$ cat config.mk
export PLATFORM = sky130hd
export DESIGN_NAME = seg14_scan_decoder
export DESIGN_NICKNAME = d
export VERILOG_FILES = /design/src/rtl/seg14_scan_decoder.sv
export SDC_FILE = /design/constraint.sdc
export NUM_CORES = 1
export LEC_CHECK = 0
export CAP_MARGIN = 20
export CELL_PAD_IN_SITES_DETAIL_PLACEMENT = 0
export CELL_PAD_IN_SITES_GLOBAL_PLACEMENT = 1
export CORE_ASPECT_RATIO = 0.7
export CORE_MARGIN = 10
export CORE_UTILIZATION = 52
export DETAILED_ROUTE_END_ITERATION = 8
export DONT_BUFFER_PORTS = 1
export PLACE_DENSITY = 0.81
export SLEW_MARGIN = 20
export SYNTH_ARGS = -nofsm -noshare
export SYNTH_HDL_FRONTEND = slang
export SYNTH_SLANG_ARGS = --single-unit
$ cat constraint.sdc
create_clock -name clk -period 4.3 [get_ports clk]
set_input_delay 0.215 -clock clk [delete_from_list [all_inputs] [get_ports clk]]
set_output_delay 0.215 -clock clk [all_outputs]
set_load 0.05 [all_outputs]
$ cat src/rtl/seg14_scan_decoder.sv
// seg14_scan_decoder: rebuilds 12-digit 14-segment scan frames into an ASCII read buffer.
// Optional STABLE_FILTER_EN: publish only after two identical consecutive complete frames.
module seg14_scan_decoder #(
  parameter int         NDIG     = 12,
  parameter int         SEGW     = 14,
  parameter logic [7:0] UNK_CHAR = 8'h3F
) (
  input  logic            clk,
  input  logic            rst_n,
  input  logic [NDIG-1:0] sel,
  input  logic [SEGW-1:0] segm,
  input  logic [3:0]      rd_addr,
  output logic [7:0]      rd_char,
  output logic            frame_valid,
  output logic [7:0]      frame_cnt,
  output logic            sel_err,
  output logic            seq_err,
  output logic            unk_err
);
  localparam int AW = $clog2(NDIG);
  localparam logic [NDIG-1:0][7:0] BLANK = {NDIG{8'h20}};

  typedef enum logic {HUNT, CAPT} state_t;

  state_t               state;
  logic [NDIG-1:0]      sel_q;
  logic [SEGW-1:0]      segm_q;
  logic [AW-1:0]        idx, exp_idx;
  logic [NDIG-1:0][7:0] cap_q, pub_q, cap_nxt;
  logic [7:0]           ch;
  logic                 hit, any, multi, last, complete, publish;
`ifdef STABLE_FILTER_EN
  logic [NDIG-1:0][7:0] cmp_q;
  logic                 cmp_vld;
`endif

  // stage 2: one-hot -> index, pattern -> ASCII
  always_comb begin
    idx = '0;
    for (int k = 0; k < NDIG; k++)
      if (sel_q[k]) idx = AW'(k);
  end

  assign any   = |sel_q;
  assign multi = |(sel_q & (sel_q - NDIG'(1)));
  assign last  = (idx == AW'(NDIG-1));

  always_comb begin
    ch  = UNK_CHAR;
    hit = 1'b1;
    case (segm_q)
      14'b11101111000000: ch = 8'h41;
      14'b10011110000000: ch = 8'h45;
      14'b10010000010010: ch = 8'h49;
      14'b00011100000000: ch = 8'h4C;
      14'b11111100000100: ch = 8'h51;
      14'b10110111000000: ch = 8'h53;
      14'b10000000010010: ch = 8'h54;
      14'b01111100000000: ch = 8'h55;
      14'b00001100001001: ch = 8'h56;
      14'b00000000000000: ch = 8'h20;
      default:            hit = 1'b0;
    endcase
  end

  always_comb begin
    cap_nxt      = cap_q;
    cap_nxt[idx] = ch;
  end

  assign complete = any && !multi && (state == CAPT) && (idx == exp_idx) && last;
`ifdef STABLE_FILTER_EN
  assign publish = complete && cmp_vld && (cap_nxt == cmp_q);
`else
  assign publish = complete;
`endif

  always_ff @(posedge clk or negedge rst_n) begin
    if (!rst_n) begin
      sel_q       <= '0;
      segm_q      <= '0;
      state       <= HUNT;
      exp_idx     <= '0;
      cap_q       <= BLANK;
      pub_q       <= BLANK;
      frame_cnt   <= '0;
      frame_valid <= 1'b0;
      sel_err     <= 1'b0;
      seq_err     <= 1'b0;
      unk_err     <= 1'b0;
`ifdef STABLE_FILTER_EN
      cmp_q       <= BLANK;
      cmp_vld     <= 1'b0;
`endif
    end else begin
      sel_q       <= sel;
      segm_q      <= segm;
      sel_err     <= any & multi;
      unk_err     <= any & ~multi & ~hit;
      seq_err     <= 1'b0;
      frame_valid <= publish;
      if (publish) begin
        pub_q     <= cap_nxt;
        frame_cnt <= frame_cnt + 8'd1;
      end
`ifdef STABLE_FILTER_EN
      if (complete) begin
        cmp_q   <= cap_nxt;
        cmp_vld <= 1'b1;
      end
`endif
      if (multi) state <= HUNT;
      else if (any) begin
        case (state)
          HUNT: if (idx == '0) begin
            cap_q   <= cap_nxt;
            exp_idx <= AW'(1);
            state   <= CAPT;
          end
          CAPT: begin
            if (idx == exp_idx) begin
              cap_q   <= cap_nxt;
              exp_idx <= exp_idx + 1'b1;
              if (last) state <= HUNT;
            end else if (idx == exp_idx - 1'b1) begin
              // digit held across several scan cycles
              cap_q <= cap_nxt;
            end else begin
              seq_err <= 1'b1;
              if (idx == '0) begin
                cap_q   <= cap_nxt;
                exp_idx <= AW'(1);
              end else state <= HUNT;
            end
          end
          default: state <= HUNT;
        endcase
      end
    end
  end

  assign rd_char = (32'(rd_addr) < NDIG) ? pub_q[rd_addr] : 8'h00;
endmodule

==> impl_results.md <==
- Top FF cell, synth: dfrtp_1
- Ant. Diodes: 0
- Sequential share of power: 49.9%
- Number of global-route vias before repair: 7198
- Failing checks: negative hold slack
- Ys Warns: 0
- Fmax: 273 MHz
- Post-route ant nets: 0
- Area Overhead vs Synth: 12.0%
- Detailed Routing Iterations Pass 1: 6
- Final GP Congestion: 0.877
- Clk sinks: 228
- Global-route wire length before repair: 39900 µm
- Initial Util: 53.2%
- Tot GR Track Use: 18.5%
- Leakage: 5.34 nW
- CP max stage cell: or4_1
- I/O pin count: 52
- Nets: 948
- TritonCTS clock tree: built
- Skew final: 0.0203 ns
- Max stage delay on crit path: 0.64 ns
- HPWL reported at the end of detailed placement: 16400 µm
- Post-Syn Area per Cell: 11.7 µm²
- Mapped Cells: 905
- DRC viols: 0
- CTS H-tree depth: 1
- Clk root buf: clkbuf_16
- Outcome: complete, but fails checks
- Cts bufs inserted: 23
- Period utilisation layout: 85.1%
- Worst skew pair latency: 0.51 ns
- Tightest hold margin: -0.602 ns
- Detailed Route Iter0 Violations: 646
- Critical path buffers and inverters: 0
- Crit path DAT: 4.04 ns
- Commonest cells after routing, fill and taps aside: dfrtp_1 (205), nand2_1 (128), o21ai_0 (92), mux2_2 (80), mux2i_1 (59)
- Worst-case reg-to-reg path depth: 8
- Hold Crit Class: input port to async pin
- TNS Setup: 0 ns
- Cell Area, Placed: 0.0108 mm²
- Startpoint types: register
- Crit Path Class: register to register
- Worst VDD drop: 0.293 mV
- Pint: 0.00346 W
- Worst EP required: 4.68 ns
- R2r setup slk: 0.64 ns
- Clk pin slew, worst setup/hold paths: 0.07 ns
- Rel. slew slack: 27.6%
- PortBufs: 0
- Fill cell count: 1608
- Power density cells: 368 mW/mm²
- Clk network pwr share: 48.1%
- Crit-path cells: or4_1 > or3_1 > a211o_1 > a211oi_4 > nand3_2 > o21bai_4 > nor3_4 > mux2_2
- Syn nets: 940
- Critical Path End Type: register
- Worst r2r src: sel_q[1]$_DFF_PN0_
- EDFF count, synth: 0
- Max Fanout on Critical Path: 12
- Hold-fix buffers, CTS: 26
- # setup viols final: 0
- Die ar.: 0.0266 mm²
- Synth async-reset ratio: 100%
- Top delay family on crit path: simple AND/OR/NAND/NOR gates
- Cell Area, Synth: 0.0106 mm²
- RSZ-0062 raised after global routing: no
- Fin. Hold Viols: 228
- Slew Limit Fails: 0
- Die X: 191 µm
- Reg2reg end: cap_q[22]$_DFFE_PN0P_
- Drt wl/cell: 20.4 µm
- Tmin final: 3.66 ns
- Worst-Margin Slew: 1.08 ns
- Largest net degree at the start of global routing: 229
- Bufs on Longest Clock Path: 3
- FF+latch count, synth: 228
- Max-cap violations: 0
- Vias: 7032
- Sw Pwr: 0.000904 W
- Commonest non-fill, non-tap cell in the layout: dfrtp_1
- Sw Share: 20.7%
- Site Rows: 43
- Via-per-instance ratio: 5.86
- Post-synthesis sequential area ratio: 54.1%
- Die Ht: 139 µm
- Core ar.: 0.0199 mm²
- Comb power frac: 2.0%
- Routed wire length: 24400 µm
- Number of distinct library cells after synthesis: 67
- Fin area: 0.0119 mm²
- Share of layout cells above drive strength 1: 21.9%
- # resized after CTS: 0
- Initial antenna violation count: 0
- Congestion Overflow GR: 0
## Yosys cell counts (all sizes together), types with 3 or more instances
cell type / count / area [µm²]
a2111oi: 3 / 45.1
a21oi: 22 / 110
a22o: 3 / 26.3
a2bb2oi: 4 / 35.0
and2: 7 / 45.1
buf: 23 / 123
clkbuf: 32 / 120
dfrtp: 205 / 5130
dfstp: 23 / 604
ha: 3 / 37.5
inv: 10 / 37.5
mux2: 83 / 935
mux2i: 59 / 591
mux4: 24 / 541
nand2: 128 / 480
nand2b: 5 / 31.3
nand3: 13 / 70.1
nand3b: 3 / 22.5
nand4: 4 / 25.0
nor2: 40 / 253
nor2b: 12 / 75.1
nor3: 13 / 87.6
nor4: 12 / 75.1
o21ai: 104 / 524
o21bai: 3 / 33.8
o31ai: 9 / 67.6
or2: 5 / 31.3
or3: 8 / 50.1
or4: 4 / 30.0
xnor2: 8 / 70.1
xor2: 6 / 52.6
## worst max-delay path by stage
| stage | slack (ns) | cells past startpoint | to | start |
|---|---|---|---|---|
| floorplan | 1.25 | 10 | cap_q[48]$_DFFE_PN0P_ | sel_q[1]$_DFF_PN0_ |
| global placement | 0.83 | 8 | cap_q[20]$_DFFE_PN0P_ | sel_q[1]$_DFF_PN0_ |
| detailed placement | 0.70 | 8 | cap_q[22]$_DFFE_PN0P_ | sel_q[1]$_DFF_PN0_ |
| CTS | 0.67 | 8 | cap_q[24]$_DFFE_PN0P_ | sel_q[1]$_DFF_PN0_ |
| global route | 0.51 | 8 | cap_q[28]$_DFFE_PN0P_ | sel_q[11]$_DFF_PN0_ |
| finish | 0.64 | 8 | cap_q[22]$_DFFE_PN0P_ | sel_q[1]$_DFF_PN0_ |
## metal layers
metal / share of wire, % / up-vias / track usage [%]
li1: - / 3234 / -
met1: 47 / 3589 / 26.7
met2: 46 / 176 / 28.3
met3: 4.9 / 33 / 3.32
met4: 1.9 / 0 / 4.05
met5: 0 / - / 0
## power groups by stage
stage,Clock (W),Combinational (W),Sequential (W)
final,0.00210,0.0000858,0.00218
after detailed placement,0,0.0000659,0.00222
after global routing,0.00223,0.0000924,0.00218
after CTS,0.00214,0.0000849,0.00218
after global placement,0,0.0000650,0.00221
after floorplan,0,0.0000660,0.00221
## sequential cells by signal (all words and copies together) (netlist names)
register     flops
segm_q          14
frame_cnt        8
sel_q           12
state            1
pub_q           96
cap_q           89
unk_err          1
seq_err          1
frame_valid      1
sel_err          1
exp_idx          4
## through the flow
step / instances / setup WS [ns] / total power (W) / utilization [%]
global route: 1200 / 0.505 / 0.00450 / 59.6
finish: 1200 / 0.639 / 0.00436 / 59.6
floorplan: 905 / 1.25 / 0.00228 / -
detailed placement: 1132 / 0.701 / 0.00228 / 54.3
global placement: 1132 / 0.835 / 0.00228 / 54.3
CTS: 1200 / 0.674 / 0.00440 / 59.6
## final cells by class
| cell class | instances | area [µm²] | area share (%) |
|---|---|---|---|
| Multi-Input combinational cell | 612 | 4590 | 38.7 |
| Sequential cell | 228 | 5730 | 48.3 |
| Tap cell | 270 | 338 | 2.85 |
| Timing Repair Buffer | 38 | 363 | 3.06 |
| Clock buffer | 31 | 656 | 5.53 |
| Inverter | 10 | 37.5 | 0.316 |
| Clock inverter | 11 | 143 | 1.20 |
## worst reg2reg max path: cells and delay by family, from the launching register on
kind            cells  cell delay, ns
flops               1            0.40
mux                 1            0.39
compound gates      3            1.07
simple gates        4            1.66
## timing repair
action                                 in CTS  in global routing
buffers inserted                            0                  0
endpoints found under the hold margin     254                228
setup endpoints to repair                   0                  0
## logic make-up (layout without fill, tap and decap cells)
kind of cell             count (synthesis)  in the layout  share of synthesized area [%]
buffers and inverters                   65             90                           2.65
AND/OR/NAND/NOR                        263            263                           12.7
adder cells (fa/ha/maj)                  4              4                          0.449
multiplexers                           166            166                           19.5
XOR/XNOR                                14             14                           1.16
flip-flops                             228            228                           54.1
AO/OA/AOI/OAI                          165            165                           9.39
Note: power is estimated with default switching activity, not from simulation.
